### config.mk
export PLATFORM = sky130hd
export DESIGN_NAME = uart_tx_scheduler
export DESIGN_NICKNAME = d
export VERILOG_FILES = /design/src/rtl/uart_tx_scheduler.sv
export SDC_FILE = /design/constraint.sdc
export NUM_CORES = 1
export LEC_CHECK = 0
export ABC_AREA = 0
export BUFFER_PORTS_ARGS = -buffer_cell sky130_fd_sc_hd__buf_2
export CAP_MARGIN = 30
export CORE_MARGIN = 8
export CORE_UTILIZATION = 51
export CTS_CLUSTER_DIAMETER = 40
export DETAILED_ROUTE_END_ITERATION = 10
export GPL_ROUTABILITY_DRIVEN = 1
export PLACE_DENSITY = 0.86
export SYNTH_ARGS = -nofsm -noshare
export SYNTH_HDL_FRONTEND = slang
export SYNTH_SLANG_ARGS = --single-unit
### constraint.sdc
create_clock -name clk -period 5.9 [get_ports clk]
set_input_delay 0.59 -clock clk [delete_from_list [all_inputs] [get_ports clk]]
set_output_delay 0.59 -clock clk [all_outputs]
set_load 0.01 [all_outputs]
### src/rtl/uart_tx_scheduler.sv
// uart_tx_scheduler
// Round-robin scheduler that multiplexes NUM_REQ byte streams onto a single
// UART transmitter input. A grant is locked for one packet (until req_last or
// BURST_MAX bytes) and GAP_CYCLES idle cycles follow every accepted byte.
// tx_valid/tx_data are a combinational passthrough of the granted requester,
// so tx_ready never feeds tx_valid.

module uart_tx_scheduler #(
  parameter int NUM_REQ    = 3,
  parameter int DATA_WIDTH = 8,
  parameter int BURST_MAX  = 4,
  parameter int GAP_CYCLES = 2
) (
  input  logic                            clk,
  input  logic                            reset,
  input  logic                            enable,
  input  logic [NUM_REQ-1:0]              req_valid,
  input  logic [NUM_REQ-1:0]              req_last,
  input  logic [NUM_REQ*DATA_WIDTH-1:0]   req_data,
  output logic [NUM_REQ-1:0]              req_ready,
  output logic                            tx_valid,
  output logic [DATA_WIDTH-1:0]           tx_data,
  input  logic                            tx_ready,
  output logic                            grant_active,
  output logic [$clog2(NUM_REQ)-1:0]      grant_id
);

  localparam int GID_W = $clog2(NUM_REQ);
  localparam int BC_W  = $clog2(BURST_MAX + 1);
  localparam int GC_W  = (GAP_CYCLES > 0) ? $clog2(GAP_CYCLES + 1) : 1;

  localparam logic [GID_W-1:0] GID_MAX   = GID_W'(NUM_REQ - 1);
  localparam logic [BC_W-1:0]  BURST_TOP = BC_W'(BURST_MAX);
  localparam logic [GC_W-1:0]  GAP_LOAD  = (GAP_CYCLES > 0) ? GC_W'(GAP_CYCLES - 1) : {GC_W{1'b0}};

  typedef enum logic [1:0] {
    ST_ARB  = 2'd0,
    ST_SEND = 2'd1,
    ST_GAP  = 2'd2
  } state_t;

  state_t                 state_q, state_d;
  logic [GID_W-1:0]       rr_ptr_q, rr_ptr_d;
  logic [GID_W-1:0]       grant_id_q, grant_id_d;
  logic                   grant_active_q, grant_active_d;
  logic [BC_W-1:0]        burst_cnt_q, burst_cnt_d;
  logic [GC_W-1:0]        gap_cnt_q, gap_cnt_d;
  logic                   done_q, done_d;

  logic                   arb_hit_s;
  logic [GID_W-1:0]       arb_id_s;
  logic [GID_W-1:0]       arb_cand_s;
  logic                   xfer_s;
  logic                   done_now_s;
  logic [GID_W-1:0]       rel_ptr_s;
  logic [DATA_WIDTH-1:0]  data_sel_s;

  // Byte of the granted requester and the packet-end / pointer-advance terms.
  assign data_sel_s = req_data[grant_id_q*DATA_WIDTH +: DATA_WIDTH];
  assign xfer_s     = (state_q == ST_SEND) && req_valid[grant_id_q] && tx_ready;
  assign done_now_s = req_last[grant_id_q] || ((burst_cnt_q + BC_W'(1)) == BURST_TOP);
  assign rel_ptr_s  = (grant_id_q == GID_MAX) ? {GID_W{1'b0}} : (grant_id_q + GID_W'(1));

  assign grant_active = grant_active_q;
  assign grant_id     = grant_id_q;

  // Round-robin search: first valid requester at or above rr_ptr, wrapping.
  always_comb begin
    arb_hit_s  = 1'b0;
    arb_id_s   = {GID_W{1'b0}};
    arb_cand_s = {GID_W{1'b0}};
    for (int k = 0; k < NUM_REQ; k++) begin
      arb_cand_s = GID_W'((int'(rr_ptr_q) + k) % NUM_REQ);
      if (!arb_hit_s && req_valid[arb_cand_s]) begin
        arb_hit_s = 1'b1;
        arb_id_s  = arb_cand_s;
      end else begin
        arb_hit_s = arb_hit_s;
      end
    end
  end

  // State register and all scheduler flops.
  always_ff @(posedge clk or posedge reset) begin
    if (reset) begin
      state_q        <= ST_ARB;
      rr_ptr_q       <= {GID_W{1'b0}};
      grant_id_q     <= {GID_W{1'b0}};
      grant_active_q <= 1'b0;
      burst_cnt_q    <= {BC_W{1'b0}};
      gap_cnt_q      <= {GC_W{1'b0}};
      done_q         <= 1'b0;
    end else begin
      state_q        <= state_d;
      rr_ptr_q       <= rr_ptr_d;
      grant_id_q     <= grant_id_d;
      grant_active_q <= grant_active_d;
      burst_cnt_q    <= burst_cnt_d;
      gap_cnt_q      <= gap_cnt_d;
      done_q         <= done_d;
    end
  end

  // Next-state logic: grant in ARB, count bytes in SEND, pace bytes in GAP.
  always_comb begin
    state_d        = state_q;
    rr_ptr_d       = rr_ptr_q;
    grant_id_d     = grant_id_q;
    grant_active_d = grant_active_q;
    burst_cnt_d    = burst_cnt_q;
    gap_cnt_d      = gap_cnt_q;
    done_d         = done_q;
    case (state_q)
      ST_ARB: begin
        if (enable && arb_hit_s) begin
          state_d        = ST_SEND;
          grant_id_d     = arb_id_s;
          grant_active_d = 1'b1;
          burst_cnt_d    = {BC_W{1'b0}};
        end else begin
          grant_active_d = 1'b0;
        end
      end
      ST_SEND: begin
        if (xfer_s) begin
          burst_cnt_d = burst_cnt_q + BC_W'(1);
          done_d      = done_now_s;
          if (GAP_CYCLES > 0) begin
            state_d   = ST_GAP;
            gap_cnt_d = GAP_LOAD;
          end else if (done_now_s) begin
            state_d        = ST_ARB;
            grant_active_d = 1'b0;
            rr_ptr_d       = rel_ptr_s;
          end else begin
            state_d = ST_SEND;
          end
        end else begin
          // Granted requester may stall indefinitely; the grant is held.
          state_d = ST_SEND;
        end
      end
      ST_GAP: begin
        if (gap_cnt_q == {GC_W{1'b0}}) begin
          if (done_q) begin
            state_d        = ST_ARB;
            grant_active_d = 1'b0;
            rr_ptr_d       = rel_ptr_s;
          end else begin
            state_d = ST_SEND;
          end
        end else begin
          gap_cnt_d = gap_cnt_q - GC_W'(1);
        end
      end
      default: begin
        state_d        = ST_ARB;
        grant_active_d = 1'b0;
      end
    endcase
  end

  // Output decode: only SEND exposes the granted requester to the UART.
  always_comb begin
    tx_valid  = 1'b0;
    tx_data   = {DATA_WIDTH{1'b0}};
    req_ready = {NUM_REQ{1'b0}};
    if (state_q == ST_SEND) begin
      tx_valid = req_valid[grant_id_q];
      tx_data  = data_sel_s;
      for (int k = 0; k < NUM_REQ; k++) begin
        req_ready[k] = tx_ready && (grant_id_q == GID_W'(k));
      end
    end else begin
      tx_valid = 1'b0;
    end
  end

endmodule

# == Word-level counts from Yosys, hierarchy flattened ==
# Cells that the tools add are included.
# classes
reduce_logical,23
n_mul,0
mux,35
bitwise_logic,1
order_cmp,4
n_shift,1
eq_ne,10
n_div,3
n_addsub,5
# ops
op,n
$mod 32x3->32 const B,2
$mod 3x3->32 const B,1
$shiftx 24x6->8,1
$mux 2,9
$mux 1,13
$lt 2x3->1 const B,4
$reduce_and 3->1,4
$bmux 1 s2,5
$ne 2x2->1 const B,5
$mux 3,3
$logic_and 1x1->1,8
$mux 8,1
$logic_not 2->1,3
$pmux 2 s3,1
$pmux 3 s2,1
$reduce_and 2->1,3
$eq 2x1->1 const B,2
$eq 2x2->1 const B,2
$pmux 2 s2,1
$reduce_bool 2->1,2
$add 2x1->3 const B,1
$add 2x2->3 const B,1
$add 3x1->3 const B,1
$eq 3x3->1 const B,1
other kinds (6),7
# word_totals
elab_cells,89
latchBits,0
ff_bits,13
input_bits,34
ramBits,0
memories,0
romBits,0

# == Longest topological paths before layout ==
# Gate-level depths: netlist of the first run.
# logic_depth
word_depth,13
ltp_mapped,8
mapped_depth_nobuf,7

# == Worst setup path before layout of the first run ==
# OpenSTA, ideal clock, no wires.
# synth_path
path_kind,register to register
start,reg rr_ptr_q[0]
end,reg grant_id_q[1] (netlist: grant_id[1])
path_buffers,0
path_stages_with_launch,8
period_less_slack_ns,1.914
arrival_time_ns,1.787
setup_ns,0.127
t_required_ns,5.773
path_slack_ns,3.986
cell_sequence,dfrtp_1 inv_1 ha_1 nor2b_1 o21ai_0 nand3_1 o21ba_2 mux2_1
# synth_between
elab_chain_cells,12
word_cells_on_any_way,23
classes_between,2 x add/sub; 3 x div; 12 x mux; 6 x reduce/logical
# synth_lines
item,line,source
from (decl),43,"logic [GID_W-1:0] rr_ptr_q, rr_ptr_d;"
from (signal assigned),87,rr_ptr_q <= {GID_W{1'b0}};
from (signal assigned),95,rr_ptr_q <= rr_ptr_d;
"parallel branches: the longest is 12 deep, another holds $mod 32x3->32",--,
to (signal assigned),88,grant_id_q <= {GID_W{1'b0}};
to (signal assigned),96,grant_id_q <= grant_id_d;
to (decl),44,"logic [GID_W-1:0] grant_id_q, grant_id_d;"
# Several ways; the timed one is not identified. The select of a mux whose other input is x is not followed.
# A chain may end at the register's enable or synchronous reset.

# == Final worst setup path of the first run ==
# layout_path
start,reg grant_id_q[1] (netlist: grant_id[1])
end,out tx_data[6]
# layout_between
elab_chain_cells,2
# layout_lines
item,line,source
$shiftx 24x6->8,59,assign data_sel_s = req_data[grant_id_q*DATA_WIDTH +: DATA_WIDTH];
$mux 8,168,if (state_q == ST_SEND) begin
to (decl),22,"output logic [DATA_WIDTH-1:0] tx_data,"
# No other way between the ends.

==> metrics.cfg, run 1 <==
[worst_setup_path]
cp.required_ps = 5310
critical_path_arrival_ps = 1980
worst_setup_path_end_kind = output port
crit_fanout = 18
r2r_cells = 7
r2r_slack_ps = 3730
r2r-start = rr_ptr_q[0]
criticalPathCategory = flop to output port
start_kind = flop
timing.rr.end = grant_id[1]

[floorplanning]
fp.coreArea_um2 = 2148
chipHeight_um = 63.02
fp.dieW_um = 63.02
dieArea_um2 = 3971
rows = 17
start_util = 0.5248
ios = 49

[synthesis]
synth.distinct_cells = 39
syn-num-nets = 184
syn-cell-area_um2 = 1127
ys_top_cells_by_count = nor2_1 (19), nand2_1 (17), dfrtp_1 (13)
ys_ff_latch = 13
synthAdderAreaFrac = 0.06659
synth_top_flop_cell = dfrtp_1
synth_top_area_cell = dfrtp_1
ys_seq_area_frac = 0.2886
synth-edff-count = 0
synth_compound_area_frac = 0.1942
synth_top_area_share = 0.2886
async_flop_share = 1.000
synthCells = 144
yosysWarningCount = 0
synthXorXnorAreaFrac = 0
synthSimpleGateAreaFrac = 0.2730
synth_area_leaders = dfrtp_1 (29%), mux2i_1 (9.8%), ha_1 (6.7%)
synth_mux_area_frac = 0.1176
avgSynthCellArea_um2 = 7.829
post-synth-top-count-cell = nor2_1
synth_top_family_by_area = simple AND/OR/NAND/NOR gates

[clock_tree]
cts_hold_buf = 0
postCtsSetupRepairBufs = 0
clockRootBuffer = clkbuf_4
clkTransAtPathRegs_ps = 90
clk_latency_ps = 300
cts.sinks = 13
clockBufferDepth = 2
cts_resized = 0
cts_max_level = 1
numCtsBuffers = 3
cts_tree = yes

[sta]
timing.hold.ws_ps = 299.4
final_max_slew_viol_count = 0
tns_ps = 0
worst_pin_slew_ps = 679.6
slew_headroom = 0.5470
finalClockSkew_ps = 8.923
post-route-period-util = 0.4359
finalSetupViolCount = 0
rsz0062_at_grt = false
hold_viol = 0
clock.fmax_mhz = 388.8
period_needed_ps = 2572

[worst_hold_path]
hp-class = input pin to asynchronous set/reset pin

[placed_design]
port_buffers = 48
gp_congestion = 0.8072
dp_hpwl_um = 2652

[routing]
wirelength_um = 3336
drtPass1Iterations = 4
postRouteAntennaNets = 0
initialDrtViolationCount = 58
vias_per_cell = 5.502
wl_per_cell_um = 15.37
wl_met1_um = 1259
drc = 0
wl_met2_um = 1865
dr_total_vias = 1194
wl_met3_um = 131
highest_layer = met4

[global_routing]
grt_pass1_wl_um = 5513
grt_max_degree = 19
grt.total_usage = 0.1673
grt_overflow = 0
antenna_found_initial = 0
grt_pass1_vias = 1229

[finish]
nets = 230
multiInputGateArea_um2 = 734.5
regArea_um2 = 325.3
diodes = 0
drive_gt1_frac = 0.3069
nFillCells = 189
syn_to_final_growth_pct = 23.42

[pwr]
peakVddDrop_v = 0.0003127
p_leak_nw = 0.7283
power_density_nw_per_um2 = 490.8

[outcome]
status = complete, no violations

[job]
maxCapViolCount = 0

==> cells in the final DEF (no fill, tap or decap), drive strengths merged, types with 2 or more instances in the layout <==
cell type / instances
nand2b: 4
o22ai: 4
nor2b: 6
o21ai: 7
nor3: 3
nand2: 19
or2: 2
dfrtp: 13
nor2: 19
mux2i: 11
mux2: 2
ha: 6
o31ai: 2
a21oi: 10
clkbuf: 4
o21bai: 2
inv: 8
nand3: 4
buf: 48
==> worst max path at each step <==
stage                startpoint     endpoint  depth (start not counted)
finish              grant_id[1]   tx_data[6]                          4
global route        grant_id[0]   tx_data[2]                          4
CTS                 grant_id[0]   tx_data[6]                          4
detailed placement  grant_id[0]   tx_data[6]                          4
global placement    grant_id[0]   tx_data[0]                          4
floorplan           rr_ptr_q[0]  grant_id[1]                          7
==> cell type report <==
cell class                      instances  area share
Multi-Input combinational cell        116      0.5279
Sequential cell                        13      0.2338
Timing Repair Buffer                   48      0.1727
Tap cell                               28     0.02518
Inverter                                8     0.02158
Clock buffer                            4     0.01888
==> worst max-delay path, stage by stage (launching register included) <==
cell and delay, ps:
dfrtp_1 660, nor2b_1 580, a21oi_1 160, nor2_1 130, buf_2 150
==> where the power goes <==
group / internal [mW] / switching (mW) / total [mW]
Clock: 0.0264 / 0.0334 / 0.0598
Sequential: 0.127 / 0.0635 / 0.191
Combinational: 0.195 / 0.237 / 0.432
==> state kept, by name (all words and copies together) (netlist names) <==
signal / count
burst_cnt_q: 3
gap_cnt_q: 2
grant_id: 2
rr_ptr_q: 2
state_q: 2
done_q: 1
grant_active: 1
==> metrics by stage <==
step	total power [mW]	cells	setup WS, ps	utilization	instance area, um2
2_1_floorplan	0.4997	144	3986	-	1127
3_3_place_gp	0.5994	213	3780	0.6354	1365
3_5_place_dp	0.6201	213	3691	0.6354	1365
4_1_cts	0.6812	217	3373	0.6476	1391
5_1_grt	0.7449	217	3195	0.6476	1391
6_report	0.6829	217	3328	0.6476	1391
==> metal layers <==
layer	global-route usage	up-vias
met4	0.07977	0
li1	-	588
met2	0.3252	28
met1	0.1598	569
met5	0	-
met3	0.03584	9
==> kinds of logic (layout without fill, tap and decap cells) <==
family / count (synthesis) / in the layout
and+or+nand+nor: 63 / 63
AOI/OAI and AO/OA: 34 / 34
buffers and inverters: 15 / 60
muxes: 13 / 13
DFF: 13 / 13
adders and majority gates: 6 / 6
Note: power is estimated with default switching activity, not from simulation.
==> run 2: changes to the inputs <==
--- a/config.mk
+++ b/config.mk
@@ -5,15 +5,15 @@
 export SDC_FILE = /design/constraint.sdc
 export NUM_CORES = 1
 export LEC_CHECK = 0
-export ABC_AREA = 0
+export ABC_AREA = 1
 export BUFFER_PORTS_ARGS = -buffer_cell sky130_fd_sc_hd__buf_2
 export CAP_MARGIN = 30
 export CORE_MARGIN = 8
-export CORE_UTILIZATION = 51
+export CORE_UTILIZATION = 43
 export CTS_CLUSTER_DIAMETER = 40
 export DETAILED_ROUTE_END_ITERATION = 10
 export GPL_ROUTABILITY_DRIVEN = 1
-export PLACE_DENSITY = 0.86
+export PLACE_DENSITY = 0.77
 export SYNTH_ARGS = -nofsm -noshare
 export SYNTH_HDL_FRONTEND = slang
 export SYNTH_SLANG_ARGS = --single-unit
==> constraint.sdc (replaced) <==
create_clock -name clk -period 2.1 [get_ports clk]
set_input_delay 0.21 -clock clk [delete_from_list [all_inputs] [get_ports clk]]
set_output_delay 0.21 -clock clk [all_outputs]
set_load 0.01 [all_outputs]
==> run 2 against run 1 <==
Against the previous run:
- via count is 6.2% higher
- combinational power grew to 2.7 times the previous value
- worst setup slack worse by 3000 ps
- clock power grew to 2.6 times the previous value
- core utilization is 6.3 points lower
- critical path type unchanged
- synthesized area is 1.6% higher
- first-iteration DRC count is 16% higher
- die area is 15% higher
- final area is 5.0% higher
- highest routed layer is now met3
- sequential power is 130% higher
- routed wire length is 6.7% lower
- flip-flop and latch count stayed put
==> metrics.cfg, run 2 <==
[outcome]
status = complete, no violations

[clock_tree]
clockBufferDepth = 2
clkTransAtPathRegs_ps = 80
cts_tree = yes
numCtsBuffers = 3
cts_max_level = 1
clk_latency_ps = 270
cts.sinks = 13
clockRootBuffer = clkbuf_4

[worst_hold_path]
hp-class = input pin to flop

[sta]
hold_viol = 0
clock.fmax_mhz = 566.4
slew_headroom = 0.6618
worst_pin_slew_ps = 506.7
rsz0062_at_grt = false
post-route-period-util = 0.8407
period_needed_ps = 1766
finalSetupViolCount = 0
finalClockSkew_ps = 1.337
final_max_slew_viol_count = 0
tns_ps = 0

[synthesis]
async_flop_share = 1.000
synth-edff-count = 0
synth_top_area_cell = dfrtp_1
ys_ff_latch = 13
synth_area_leaders = dfrtp_1 (28%), nand2_1 (26%), inv_1 (9.8%)
yosysWarningCount = 0
ys_seq_area_frac = 0.2842
synth.distinct_cells = 25
post-synth-top-count-cell = nand2_1
synth_top_flop_cell = dfrtp_1
ys_top_cells_by_count = nand2_1 (80), inv_1 (30), nor2_1 (15)
avgSynthCellArea_um2 = 6.155
syn-cell-area_um2 = 1145
synth_top_area_share = 0.2842
synthCells = 186
syn-num-nets = 226

[job]
maxCapViolCount = 0

[global_routing]
grt_pass1_wl_um = 4864
grt_pass1_vias = 1124
antenna_found_initial = 0
grt.total_usage = 0.1314
grt_max_degree = 14
grt_overflow = 0

[finish]
nets = 280
final_util = 0.5846
drive_gt1_frac = 0.2636
fin_cells = 269
syn_to_final_growth_pct = 27.65
final_cell_mix = nand2_1 (80), buf_2 (48), inv_1 (30)
mostFrequentLayoutCell = nand2_1
diodes = 0
top_register = burst_cnt_q
largest_reg_flops = 3

[routing]
initialDrtViolationCount = 67
wirelength_um = 3112
wl_per_cell_um = 11.57
drtPass1Iterations = 4
drc = 0
vias_per_cell = 4.714
postRouteAntennaNets = 0
dr_total_vias = 1268

[worst_setup_path]
critical_path_arrival_ps = 1560
start_kind = flop
crit_fanout = 9
worst_setup_path_end_kind = output port
criticalPathCategory = flop to output port
cp.required_ps = 1890

[floorplanning]
dieArea_um2 = 4570
rows = 18
chipHeight_um = 67.60
fp.dieW_um = 67.60
start_util = 0.4580
ios = 49
fp.coreArea_um2 = 2500

[pwr]
p_leak_nw = 0.9081
finalPower_mw = 1.765
peakVddDrop_v = 0.0007713
power_density_nw_per_um2 = 1208

[placed_design]
gp_congestion = 0.7594
dp_hpwl_um = 2557
port_buffers = 48
dp_cells = 264

## run 2: timing repair
item                                   4_1_cts  5_1_grt
endpoints found under the hold margin       13        0
setup buffers                                0        0
hold buffers                                 1        0
gates resized for setup                      0        0
## run 2: layout make-up
| type | count | area, um2 |
|---|---|---|
| Fill cell | 258 | 1039 |
| Multi-Input combinational cell | 139 | 690.7 |
| Sequential cell | 13 | 325.3 |
| Timing Repair Buffer | 50 | 257.7 |
| Inverter | 33 | 123.9 |
| Tap cell | 30 | 37.54 |
| Clock buffer | 4 | 26.28 |
## run 2: worst paths after layout
path / startpoint / to / slack, ps / cells after the start
setup / recovery: grant_id[0] / tx_data[5] / 330 / 7
hold / removal: enable / state_q[0] / 220 / 3
setup reg to reg: rr_ptr_q[0] / burst_cnt_q[0] / 380 / 11
hold reg to reg: rr_ptr_q[1] / rr_ptr_q[1] / 520 / 2
max in group asynchronous: reset / rr_ptr_q[1] / 1260 / 3
min in group asynchronous: reset / gap_cnt_q[0] / 500 / 3
## run 2: metal layers
layer	vias up	global-route usage	wire, um
met5	-	0	0
met2	34	0.2249	1607
met4	0	0.02350	0
met1	560	0.1660	1298
met3	0	0.02815	206
li1	674	-	-
## run 2: metrics by stage
stage                     instance area, um2  hold slack, ps  setup slack (ps)
final                                   1461           224.2             334.5
after global routing                    1461           215.0             143.2
after CTS                               1461           212.1             317.9
after detailed placement                1425           257.7             386.2
after global placement                  1425           252.7             454.6
after floorplan                         1145           86.96             546.6
## run 2: logic make-up after synthesis
logic type	Yosys count	share of synthesized area
xor+xnor	1	0.007652
flops	13	0.2842
compound gates	14	0.08744
simple gates	118	0.4426
fa+ha+maj	6	0.06557
buf+inv	34	0.1126
## run 2: where the power goes
part	internal, mW	switching (mW)	total [mW]
logic	0.431	0.747	1.18
registers	0.347	0.0868	0.434
clock network	0.0735	0.0795	0.153
total	0.852	0.913	1.76
## run 2: worst max-delay path, cell delays in order, from the launching register on
cell and delay, ps:
dfrtp_1 470, nand2_2 150, clkinv_1 230, nand2_1 130, nand3_1 70, nand2_1 60
inv_1 40, buf_2 130
==> run 3: changes to the inputs <==
==> constraint.sdc (replaced) <==
create_clock -name clk -period 1.6 [get_ports clk]
set_input_delay 0.16 -clock clk [delete_from_list [all_inputs] [get_ports clk]]
set_output_delay 0.16 -clock clk [all_outputs]
set_load 0.01 [all_outputs]
==> run 3 against run 2 <==
Against the previous run:
- the flow now finishes with violations (negative setup slack)
- worst setup slack lost 350 ps
- register-to-register slack lost 400 ps
- worst hold slack lost 51 ps
- sequential power grew 39%
- non-clock buffer count grew 14
- die area is the same
- clock power grew 35%
- global-route usage grew 1.5 points
- routed wire length grew 25%
- final area grew 24%
- clock skew grew 3.5 ps
- highest routed layer is now met4
==> metrics.cfg, run 3 (synthesized netlist as in run 2, its figures left out) <==
[floorplanning]
fp.coreArea_um2 = 2500
rows = 18
chipHeight_um = 67.60
ios = 49
fp.dieW_um = 67.60
start_util = 0.4580
dieArea_um2 = 4570

[routing]
wl_per_cell_um = 13.70
drc = 0
vias_per_cell = 4.869
wirelength_um = 3878
postRouteAntennaNets = 0
dr_total_vias = 1378
drtPass1Iterations = 4
initialDrtViolationCount = 86

[finish]
diodes = 0
nFillCells = 210
drive_gt1_frac = 0.4664
regArea_um2 = 329.1
top_register = burst_cnt_q
nets = 294
mostFrequentLayoutCell = nand2_1
largest_reg_flops = 3
multiInputGateArea_um2 = 874.6
final_cell_mix = nand2_1 (64), buf_2 (45), inv_1 (23)
syn_to_final_growth_pct = 57.70

[global_routing]
grt_pass1_wl_um = 5409
grt_max_degree = 14
antenna_found_initial = 0
grt_overflow = 0
grt.total_usage = 0.1463
grt_pass1_vias = 1266

[clock_tree]
clockRootBuffer = clkbuf_4
numCtsBuffers = 3
cts.sinks = 13
cts_tree = yes
clockBufferDepth = 2
cts_max_level = 1
clkTransAtPathRegs_ps = 80
clk_latency_ps = 280

[sta]
period_needed_ps = 1619
finalClockSkew_ps = 4.798
setup_ws_ps = -19.10
timing.hold.ws_ps = 172.7
hold_viol = 0
final_max_slew_viol_count = 0
slew_headroom = 0.6660
clock.fmax_mhz = 617.6
finalSetupViolCount = 9
tns_ps = -72.03
worst_pin_slew_ps = 500.4
rsz0062_at_grt = true
post-route-period-util = 1.012

[worst_setup_path]
criticalPathCategory = flop to flop
critPathTopFamily = simple AND/OR/NAND/NOR gates
crit_fanout = 8
r2r-start = rr_ptr_q[0]
worst_setup_path_end_kind = flop
start_kind = flop
critical_path_arrival_ps = 1800
path_cells = buf_6, buf_4, ha_4, nand2_4, nor2_4, a21oi_4, nand3_4, nand3_4, nand2_4, nand2_1, nand2_1
cpMaxStageDelayCell = dfrtp_1
r2r_cells = 11
cpPeakStageDelay_ps = 410
cp.required_ps = 1780
cp.buffers_inverters = 2
critical_path_cell_count = 11
cp-startpoint = rr_ptr_q[0]

[pwr]
power_density_nw_per_um2 = 1667
peakVddDrop_v = 0.001243
p_leak_nw = 1.048

[placed_design]
place_ws_ps = -88.02
gp_congestion = 0.7947
port_buffers = 48
dp_hpwl_um = 2516

[outcome]
violations = negative setup slack
status = finished with violations

[worst_hold_path]
hp-class = input pin to flop
min_from = enable
holdPathStages = 3

[job]
maxCapViolCount = 0

run 3: cell types whose count changed in the layout (fill, tap and decap cells not counted), sizes merged:
cell and delta:
buf +14
run 3: worst register-to-register path, stage by stage (launching register included):
cell and delay, ps:
dfrtp_1 410, buf_6 130, buf_4 130, ha_4 160, nand2_4 80, nor2_4 40
a21oi_4 140, nand3_4 100, nand3_4 140, nand2_4 70, nand2_1 60, nand2_1 40
run 3: through the flow:
stage          instance area [um2]  utilization  total power, mW  cells
2_1_floorplan                 1145            -            1.659    186
4_1_cts                       1602       0.6406            2.585    279
6_report                      1805       0.7222            3.009    283
5_1_grt                       1805       0.7222            3.279    283
3_5_place_dp                  1440       0.5761            2.156    266
3_3_place_gp                  1440       0.5761            2.126    266
run 3: metal layers:
metal  part of all wire  vias to the layer above  global-route usage
met5                  0                        -                   0
met4              0.018                        0             0.03916
met3              0.046                        8             0.01987
met2               0.56                       40              0.2615
met1               0.37                      627              0.1777
li1                   -                      703                   -
run 3: final timing paths:
path	to	slack, ps
setup / recovery	burst_cnt_q[1]	-20
hold reg to reg	gap_cnt_q[1]	540
max in group asynchronous	grant_id[1]	780
min in group asynchronous	burst_cnt_q[0]	450
setup reg to reg	burst_cnt_q[1]	-20
hold / removal	state_q[0]	170
run 3: report_power, final:
part | switching (mW) | internal [mW]
Sequential | 0.145 | 0.460
Combinational | 1.25 | 0.950
Clock | 0.109 | 0.0968
run 3: cell type report:
class | count | share of cell area
clock buffers | 4 | 0.01455
inverters | 33 | 0.07346
multi-input cells | 139 | 0.4844
flip-flops and latches | 13 | 0.1823
well taps | 30 | 0.02079
repair buffers | 64 | 0.2245
run 3: repair_timing:
item,in CTS,in global routing
setup buffers,8,4
hold endpoints to repair,13,0
endpoints found under the setup margin,18,19
pin swaps,6,18
gates resized for setup,15,47
hold buffers,1,0
cloned,0,0
